[src/rtl/la_clkgatectl.sv]
`default_nettype none
`timescale 1ns/1ps
// ============================================================================
// Module      : la_clkgatectl (with leaf cell la_clkicgand)
// Description : Per-channel idle-driven clock gating controller. Each channel
//               runs a RUN/COOL/OFF state machine with a hold-off countdown.
//               It drives one latch-based integrated clock gate.
//               Optional build macro LA_CLKGATECTL_STATS_EN adds the gcount
//               port, which holds saturating per-channel OFF-cycle counters.
// Revision    : 1.0 - initial release
// ============================================================================

// ----------------------------------------------------------------------------
// la_clkicgand : latch-based AND clock gate. The enable is captured while clk
// is low, so the enable cannot change during the high phase.
// ----------------------------------------------------------------------------
module la_clkicgand #(
  parameter PROP = "DEFAULT"
) (
  input  logic clk,
  input  logic en,
  input  logic te,
  output logic eclk
);

  // A technology mapping flow replaces this behavioural body with the
  // library gate that PROP names. An empty property leaves the clock ungated.
  if ($bits(PROP) > 0) begin : g_icg_behav
    logic r_en_l;

    // Transparent-low enable latch; holds steady through the high phase
    always_latch begin
      if (!clk) begin
        r_en_l <= en | te;
      end
    end

    assign eclk = clk & r_en_l;
  end else begin : g_icg_bypass
    logic w_unused;
    assign w_unused = en | te;
    assign eclk     = clk;
  end

endmodule

// ----------------------------------------------------------------------------
// la_clkgatectl : top level
// ----------------------------------------------------------------------------
module la_clkgatectl #(
  parameter int N     = 4,
  parameter int HOLDW = 8,
  parameter     PROP  = "DEFAULT"
) (
  input  logic             clk,
  input  logic             reset,
  input  logic             te,
  input  logic [N-1:0]     busy,
  input  logic [HOLDW-1:0] hold,
  output logic [N-1:0]     eclk,
  output logic [N-1:0]     ready,
  output logic [N-1:0]     gated
`ifdef LA_CLKGATECTL_STATS_EN
  ,
  output logic [N*16-1:0]  gcount
`endif
);

  typedef enum logic [1:0] {
    ST_RUN  = 2'd0,
    ST_COOL = 2'd1,
    ST_OFF  = 2'd2
  } state_t;

  localparam logic [HOLDW-1:0] c_CNT_ONE = HOLDW'(1);

  for (genvar i = 0; i < N; i++) begin : g_ch
    state_t           r_state;
    logic [HOLDW-1:0] r_cnt;
    logic             r_ready;
    logic             r_gated;
    logic             w_en;

    // Channel FSM and hold-off countdown. ready/gated are registered on
    // the same edge as the state, from the next state and the sampled te.
    always_ff @(posedge clk or posedge reset) begin
      if (reset) begin
        r_state <= ST_RUN;
        r_cnt   <= '0;
        r_ready <= 1'b1;
        r_gated <= 1'b0;
      end else begin
        r_ready <= 1'b0;
        r_gated <= 1'b0;
        case (r_state)
          ST_RUN: begin
            if (busy[i]) begin
              r_ready <= 1'b1;
            end else if (hold == '0) begin
              r_state <= ST_OFF;
              r_gated <= ~te;
            end else begin
              r_state <= ST_COOL;
              r_cnt   <= hold;
            end
          end
          ST_COOL: begin
            if (busy[i]) begin
              r_state <= ST_RUN;
              r_cnt   <= '0;
              r_ready <= 1'b1;
            end else if (r_cnt == c_CNT_ONE) begin
              r_state <= ST_OFF;
              r_cnt   <= '0;
              r_gated <= ~te;
            end else begin
              r_cnt <= r_cnt - c_CNT_ONE;
            end
          end
          ST_OFF: begin
            if (busy[i]) begin
              r_state <= ST_RUN;
              r_ready <= 1'b1;
            end else begin
              r_gated <= ~te;
            end
          end
          default: begin
            // Unreachable encoding: recover to a running clock
            r_state <= ST_RUN;
            r_cnt   <= '0;
            r_ready <= 1'b1;
          end
        endcase
      end
    end

    assign w_en     = (r_state != ST_OFF);
    assign ready[i] = r_ready;
    assign gated[i] = r_gated;

    la_clkicgand #(
      .PROP (PROP)
    ) u_icg (
      .clk  (clk),
      .en   (w_en),
      .te   (te),
      .eclk (eclk[i])
    );

`ifdef LA_CLKGATECTL_STATS_EN
    logic [15:0] r_gcnt;

    // Saturating count of cycles spent gated (OFF with test enable low)
    always_ff @(posedge clk or posedge reset) begin
      if (reset) begin
        r_gcnt <= '0;
      end else if ((r_state == ST_OFF) && !te && (r_gcnt != 16'hFFFF)) begin
        r_gcnt <= r_gcnt + 16'd1;
      end
    end

    assign gcount[i*16 +: 16] = r_gcnt;
`endif
  end

endmodule
`default_nettype wire

[config.mk]
export PLATFORM = sky130hd
export DESIGN_NAME = la_clkgatectl
export DESIGN_NICKNAME = d
export VERILOG_FILES = /design/src/rtl/la_clkgatectl.sv
export SDC_FILE = /design/constraint.sdc
export NUM_CORES = 1
export LEC_CHECK = 0
export CAP_MARGIN = 20
export CELL_PAD_IN_SITES_DETAIL_PLACEMENT = 0
export CELL_PAD_IN_SITES_GLOBAL_PLACEMENT = 2
export CORE_MARGIN = 8
export CORE_UTILIZATION = 39
export DETAILED_ROUTE_END_ITERATION = 16
export GPL_TIMING_DRIVEN = 1
export PLACE_DENSITY_LB_ADDON = 0.12
export SLEW_MARGIN = 20
export SYNTH_ARGS = -nofsm -noshare
export SYNTH_HDL_FRONTEND = slang
export SYNTH_SLANG_ARGS = --single-unit
[constraint.sdc]
create_clock -name clk -period 4.9 [get_ports clk]
set_input_delay 0.98 -clock clk [delete_from_list [all_inputs] [get_ports clk]]
set_output_delay 0.98 -clock clk [all_outputs]
set_load 0.005 [all_outputs]
### Yosys cells after proc, flatten, opt, wreduce, memory -nomap -nowiden

Cells that the tools add are included.
Widths: inputs -> output; s select.

* output and inout bits: 12
* input port bits: 15
* word-level logic and storage cells: 157
* register bits: 48
* latch bits: 4

* muxes and demuxes: 71
* bitwise gates (word level): 13
* reductions and logical operators: 17
* $add $sub $neg: 4
* equality and inequality tests: 32

Operators with widths (count)
* $mux 8: 13
* $pmux 8 s3: 4
* $mux 2: 17
* $eq 8x1->1 const B: 4
* $ne 2x2->1 const B: 16
* $sub 8x1->8 const B: 4
* $mux 1: 29
* $pmux 2 s3: 4
* $reduce_and 3->1: 8
* $ne 3x3->1 const B: 4
* $pmux 1 s3: 4
* $reduce_or 3->1: 4
* $eq 2x1->1 const B: 4
* $eq 2x2->1 const B: 4
* $logic_not 2->1: 4
* $logic_not 8->1: 1
* $not 1->1: 5
* $and 1x1->1: 4
* $or 1x1->1: 4

### Longest topological paths before layout

Gate-level depths: netlist of the first run.

* depth after elaboration: 4
* mapped depth: 6
* depth with buffers taken out: 6

### Hierarchy

A second synthesis of the first run with hierarchy kept.

* cells, all modules: 340
* area total of the unflattened synthesis: 3201.8 µm²

Modules (own cells, without submodules)
* la_clkgatectl: instances 1, area each 3091.7 µm², seq. area each 1206.2 µm², cells an instance 328
* la_clkicgand: instances 4, area each 27.5 µm², seq. area each 0.0 µm², cells an instance 3

==> metrics.cfg, run 1 <==
[run_status]
status=finished clean

[timing]
fin_skew_ns=0.00758
worstMarginPinSlew_ns=0.845
holdWs_ns=0.502
drv_slew=0
max_slew_margin=0.436
hold_viol_final=0
setup_viol=0
rsz0062_at_grt=no
setup_tns_ns=0

[routing]
drc=0
vias=2759
drtIter0Drc=110
drt_wl_total_um=8840
drt-vias-per-instance=5.95
post_drt_wl_per_cell_um=19.1
dr.pass1.iters=6
ant_nets=0

[grt]
grt_usage=0.162
gr-total-overflow=0
grt_pass1_wl_um=14500
antenna_found_initial=0
grt_pass1_vias=2817
grt_max_degree=49

[power]
max-vdd-ir-drop_mv=0.191
p_total_mw=1.96
powerDensity_mw_per_mm2=541
power_leakage_nw=1.46

[die]
rows=33
die_area_mm2=0.0114
io_pins=27
die_h_um=107
fp.dieW_um=107
start_util=0.397
design.core.area_mm2=0.00809

[clocking]
clk_latency_ns=0.42
cts_setup_buffers=0
cts_tree=yes
clkTransAtPathRegs_ns=0.09

[worst_setup_path]
cp-start-kind=latch
worstPathRequired_ns=3.92
crit_fanout=1
arrival_ns=3.66
crit_type=latch to output port
end_kind=output port

[synthesis]
synth_top_area_frac=0.342
synth_top_area_cell=dfrtp_1
ys_top_cells_by_area=dfrtp_1 34%, o2bb2ai_1 5.2%, nor2_1 4.0%
syn_nets=369
synth-seq-cells=52
synth_most_common_cell=dfrtp_1
ys_types=66
netlist_area_mm2=0.00322
postSynth.asyncResetShare=0.923
ys.flop_type=dfrtp_1
ys_warn_count=0
synth-edff-count=0
syn_area_per_cell_um2=9.30
synth_cells=346
ys_top_cells_by_count=44 x dfrtp_1, 34 x nor2_1, 21 x a21oi_1

[final_layout]
fin_nets=380
finalInstanceArea_mm2=0.00363
diodes=0
n_fill_cell=840
drive_gt1_frac=0.0975
post-route-util=0.448
area_growth_pct=12.7

[placement]
dpl_cell_area_mm2=0.00346
dp_hpwl_um=6040
port_buffers=26
gp_congestion=0.789

[run]
cap_violations=0

[hold_path]
hold_path.class=flip-flop to flip-flop

## cell families (layout without fill, tap and decap cells)
family          Yosys count  count (layout)  share of synthesized area
flops                    48              48                      0.375
compound gates          119             119                      0.272
latches                   4               4                     0.0187
buf+inv                  47              60                     0.0708
simple gates            111             111                      0.203
mux                       9               9                     0.0296
fa+ha+maj                 8               8                     0.0311
## report_power, final
part	total [mW]	internal [mW]	switching, mW
logic	0.742	0.338	0.405
registers	0.731	0.547	0.185
clock network	0.486	0.276	0.210
total	1.96	1.16	0.799
## final timing paths
path,slack (ns),start,to,cells past startpoint
worst max-delay path,0.26,g_ch[3].u_icg.g_icg_behav.r_en_l,eclk[3],2
worst min-delay path,0.50,g_ch[2].r_cnt[6],g_ch[2].r_cnt[6],1
worst max register to register,1.34,g_ch[0].r_state[0],g_ch[0].u_icg.g_icg_behav.r_en_l,2
worst min register to register,0.50,g_ch[2].r_cnt[6],g_ch[2].r_cnt[6],1
max in group asynchronous,3.37,reset,g_ch[1].r_cnt[3],2
min in group asynchronous,1.02,reset,g_ch[0].r_cnt[5],2
## sequential cells by signal, indices dropped and copies added, names as in the netlist
signal / cells
g_ch.u_icg.g_icg_behav.r_en_l: 4
g_ch.r_ready: 4
g_ch.r_gated: 4
g_ch.r_state: 8
g_ch.r_cnt: 32
## repair_timing
item | CTS | global route
endpoints found under the setup margin | 6 | 2
resized for setup | 3 | 1
hold buffers | 0 | 0
## routing by layer
layer  global-route usage  wire length (um)  vias to the layer above
li1                     -                 -                     1326
met1                0.210              4160                     1333
met2                0.245              4080                       82
met3               0.0438               438                       18
met4               0.0744               165                        0
met5                    0                 0                        -
## worst max-delay path, cell delays in order (launching register included)
cell	delay [ns]
dlxtn_1	0.41
and2_1	0.14
dlygate4sd2_1	0.24
## cells in the final DEF (no fill, tap or decap), types with 5 or more instances in the layout
cell type	synthesis	routed
nor3_1	13	13
inv_1	20	19
o22ai_1	18	18
mux2i_1	5	5
a32oi_1	6	6
dfrtp_1	44	44
o2bb2ai_1	19	19
nor2_1	34	34
clkbuf_8	0	9
clkdlybuf4s50_1	0	22
a21o_1	8	8
or3_1	8	8
ha_1	8	8
a22oi_1	6	6
nand2_1	10	10
a21oi_1	21	21
o21ai_0	7	7
and2_1	6	6
## stage by stage
step | worst slack (ns) | cells
CTS | 0.00562 | 464
detailed placement | 0.496 | 451
finish | 0.255 | 464
global route | 0.195 | 464
global placement | 0.518 | 451
floorplan | 0.903 | 346
## cell type report
cell class                      count  area, um2  area share
Inverter                           21       80.1      0.0221
Sequential cell                    52       1270       0.349
Multi-Input combinational cell    247       1720       0.475
Timing Repair Buffer               22        220      0.0607
Clock inverter                      2       35.0     0.00966
Tap cell                          105        131      0.0362
Clock buffer                       15        170      0.0469
Note: power is estimated with default switching activity, not from simulation.
==> inputs of run 2 (changes only) <==
- clock period: 4.9 -> 5.55 ns (I/O delays scaled with it)
==> run 2 against run 1 <==
Net effect: via count decreased by 0.25%; utilization decreased by 0.15 points; clock power is 15% lower; power down 12%; register-to-register slack improved by 0.32 ns; wire length rose by 1.2%; global-route usage up 0.24 points; critical endpoint unchanged; largest power group unchanged; worst setup slack worse by 0.068 ns; clock skew is essentially flat.
==> metrics.cfg, run 2 (synthesis gave the netlist of run 1 again) <==
[run_status]
status=finished clean

[grt]
gr-total-overflow=0  ; unchanged
antenna_found_initial=0  ; unchanged
grt_pass1_vias=2831  ; +0.50%
grt_usage=0.164  ; +0.00237
grt_pass1_wl_um=14900  ; +2.6%
grt_max_degree=49  ; unchanged

[final_layout]
post-route-util=0.447  ; -0.00155
regMostFlops=g_ch.r_cnt
top_regs=g_ch.r_cnt: 32 flops, g_ch.r_state: 8 flops
largest_reg_flops=32  ; unchanged
area_growth_pct=12.3
finalInstanceArea_mm2=0.00361  ; -0.35%
n_fill_cell=831  ; -1.1%
final_cell_mix=44 x dfrtp_1, 34 x nor2_1, 26 x clkdlybuf4s50_1
final_common_cell=dfrtp_1
diodes=0  ; unchanged
drive_gt1_frac=0.0975  ; unchanged
fin_nets=380  ; unchanged

[timing]
worstMarginPinSlew_ns=0.877  ; +0.0325 ns
rsz0062_at_grt=no
drv_slew=0  ; unchanged
holdWs_ns=0.505  ; +0.00331 ns
setup_viol=0  ; unchanged
hold_viol_final=0  ; unchanged
max_slew_margin=0.415  ; -0.0217
fin_skew_ns=0.00776  ; +0.000175 ns
setup_tns_ns=0  ; unchanged

[worst_setup_path]
crit_cells=2  ; unchanged
crit_chain=and2_1, clkdlybuf4s50_1
critPathTopFamily=buffers and inverters
cpPeakStageDelay_ns=0.51  ; +0.10 ns
end_kind=output port
crit_buf_inv=1  ; unchanged
crit_fanout=1  ; unchanged
arrival_ns=4.25  ; +0.59 ns
worst-r2r-setup-slack_ns=1.66  ; +0.32 ns
crit_type=latch to output port
r2r-start=g_ch[0].r_state[0]
r2r-end=g_ch[0].u_icg.g_icg_behav.r_en_l
worstPathRequired_ns=4.44  ; +0.52 ns
cp-start-kind=latch
rr_worst_depth=2  ; unchanged
slowest_stage=clkdlybuf4s50_1

[hold_path]
min_from=g_ch[2].r_cnt[6]
hold_path.class=flip-flop to flip-flop
hold-path-cell-count=1  ; unchanged
hold_end=g_ch[2].r_cnt[6]

[power]
powerDensity_mw_per_mm2=476  ; -12%
p_total_mw=1.72  ; -12%
max-vdd-ir-drop_mv=0.181  ; -5.3%
power_leakage_nw=1.43  ; -1.7%

[die]
die_area_mm2=0.0114  ; unchanged
fp.dieW_um=107  ; unchanged
rows=33  ; unchanged
design.core.area_mm2=0.00809  ; unchanged
io_pins=27  ; unchanged
die_h_um=107  ; unchanged
start_util=0.397  ; unchanged

[placement]
dp_hpwl_um=6040  ; about the same
port_buffers=26  ; unchanged
dpl_cell_area_mm2=0.00346  ; unchanged
gp_congestion=0.828  ; +5.0%

[clocking]
cts_resized=0  ; -3
ctsHoldBuffers=0  ; unchanged
cts_tree=yes
clk_latency_ns=0.41  ; about the same
clkTransAtPathRegs_ns=0.10  ; about the same
cts_setup_buffers=0  ; unchanged

[routing]
post_drt_wl_per_cell_um=19.3  ; +1.2%
vias=2752  ; -0.25%
ant_nets=0  ; unchanged
dr.pass1.iters=4  ; -2
drtIter0Drc=114  ; +3.6%
drt-vias-per-instance=5.93  ; -0.25%
drc=0  ; unchanged
drt_wl_total_um=8950  ; +1.2%

[run]
cap_violations=0  ; unchanged

==> run 2: changes by cell type in the layout (fill, tap and decap cells not counted) <==
cell / delta
clkinvlp_4: +1
clkdlybuf4s50_1: +4
dlygate4sd2_1: -3
clkinv_2: -1
clkbuf_8: +1
bufinv_16: -1
dlymetal6s2s_1: -1
==> run 2: layout make-up <==
cell class,instances,area [um2],area share
clock buffers,16,185,0.0512
clock inverters,1,7.51,0.00208
inverters,21,80.1,0.0222
multi-input cells,247,1720,0.477
flip-flops and latches,52,1270,0.350
well taps,105,131,0.0364
repair buffers,22,220,0.0609
==> run 2: report_power, final <==
part	switching [mW]	internal, mW	total (mW)
combinational	0.360	0.299	0.659
clock	0.184	0.229	0.413
sequential	0.165	0.483	0.648
==> run 2: worst max path at each step <==
| stage | startpoint | end | slack (ns) |
|---|---|---|---|
| CTS | g_ch[3].u_icg.g_icg_behav.r_en_l | eclk[3] | 0.16 |
| floorplan | g_ch[1].u_icg.g_icg_behav.r_en_l | eclk[1] | 1.10 |
| finish | g_ch[3].u_icg.g_icg_behav.r_en_l | eclk[3] | 0.19 |
| global route | g_ch[3].u_icg.g_icg_behav.r_en_l | eclk[3] | 0.13 |
| global placement | g_ch[1].u_icg.g_icg_behav.r_en_l | eclk[1] | 0.71 |
| detailed placement | g_ch[3].u_icg.g_icg_behav.r_en_l | eclk[3] | 0.70 |
==> run 2: metal layers <==
| metal | GRT usage | vias to the layer above | routed length, um |
|---|---|---|---|
| met5 | 0 | - | 0 |
| met4 | 0.0714 | 0 | 157 |
| met3 | 0.0408 | 16 | 367 |
| met2 | 0.248 | 67 | 4100 |
| met1 | 0.217 | 1351 | 4320 |
| li1 | - | 1318 | - |
==> run 2: through the flow <==
stage	setup WS [ns]	cells
2_1_floorplan	1.10	346
3_3_place_gp	0.713	451
3_5_place_dp	0.697	451
4_1_cts	0.159	464
5_1_grt	0.130	464
6_report	0.187	464
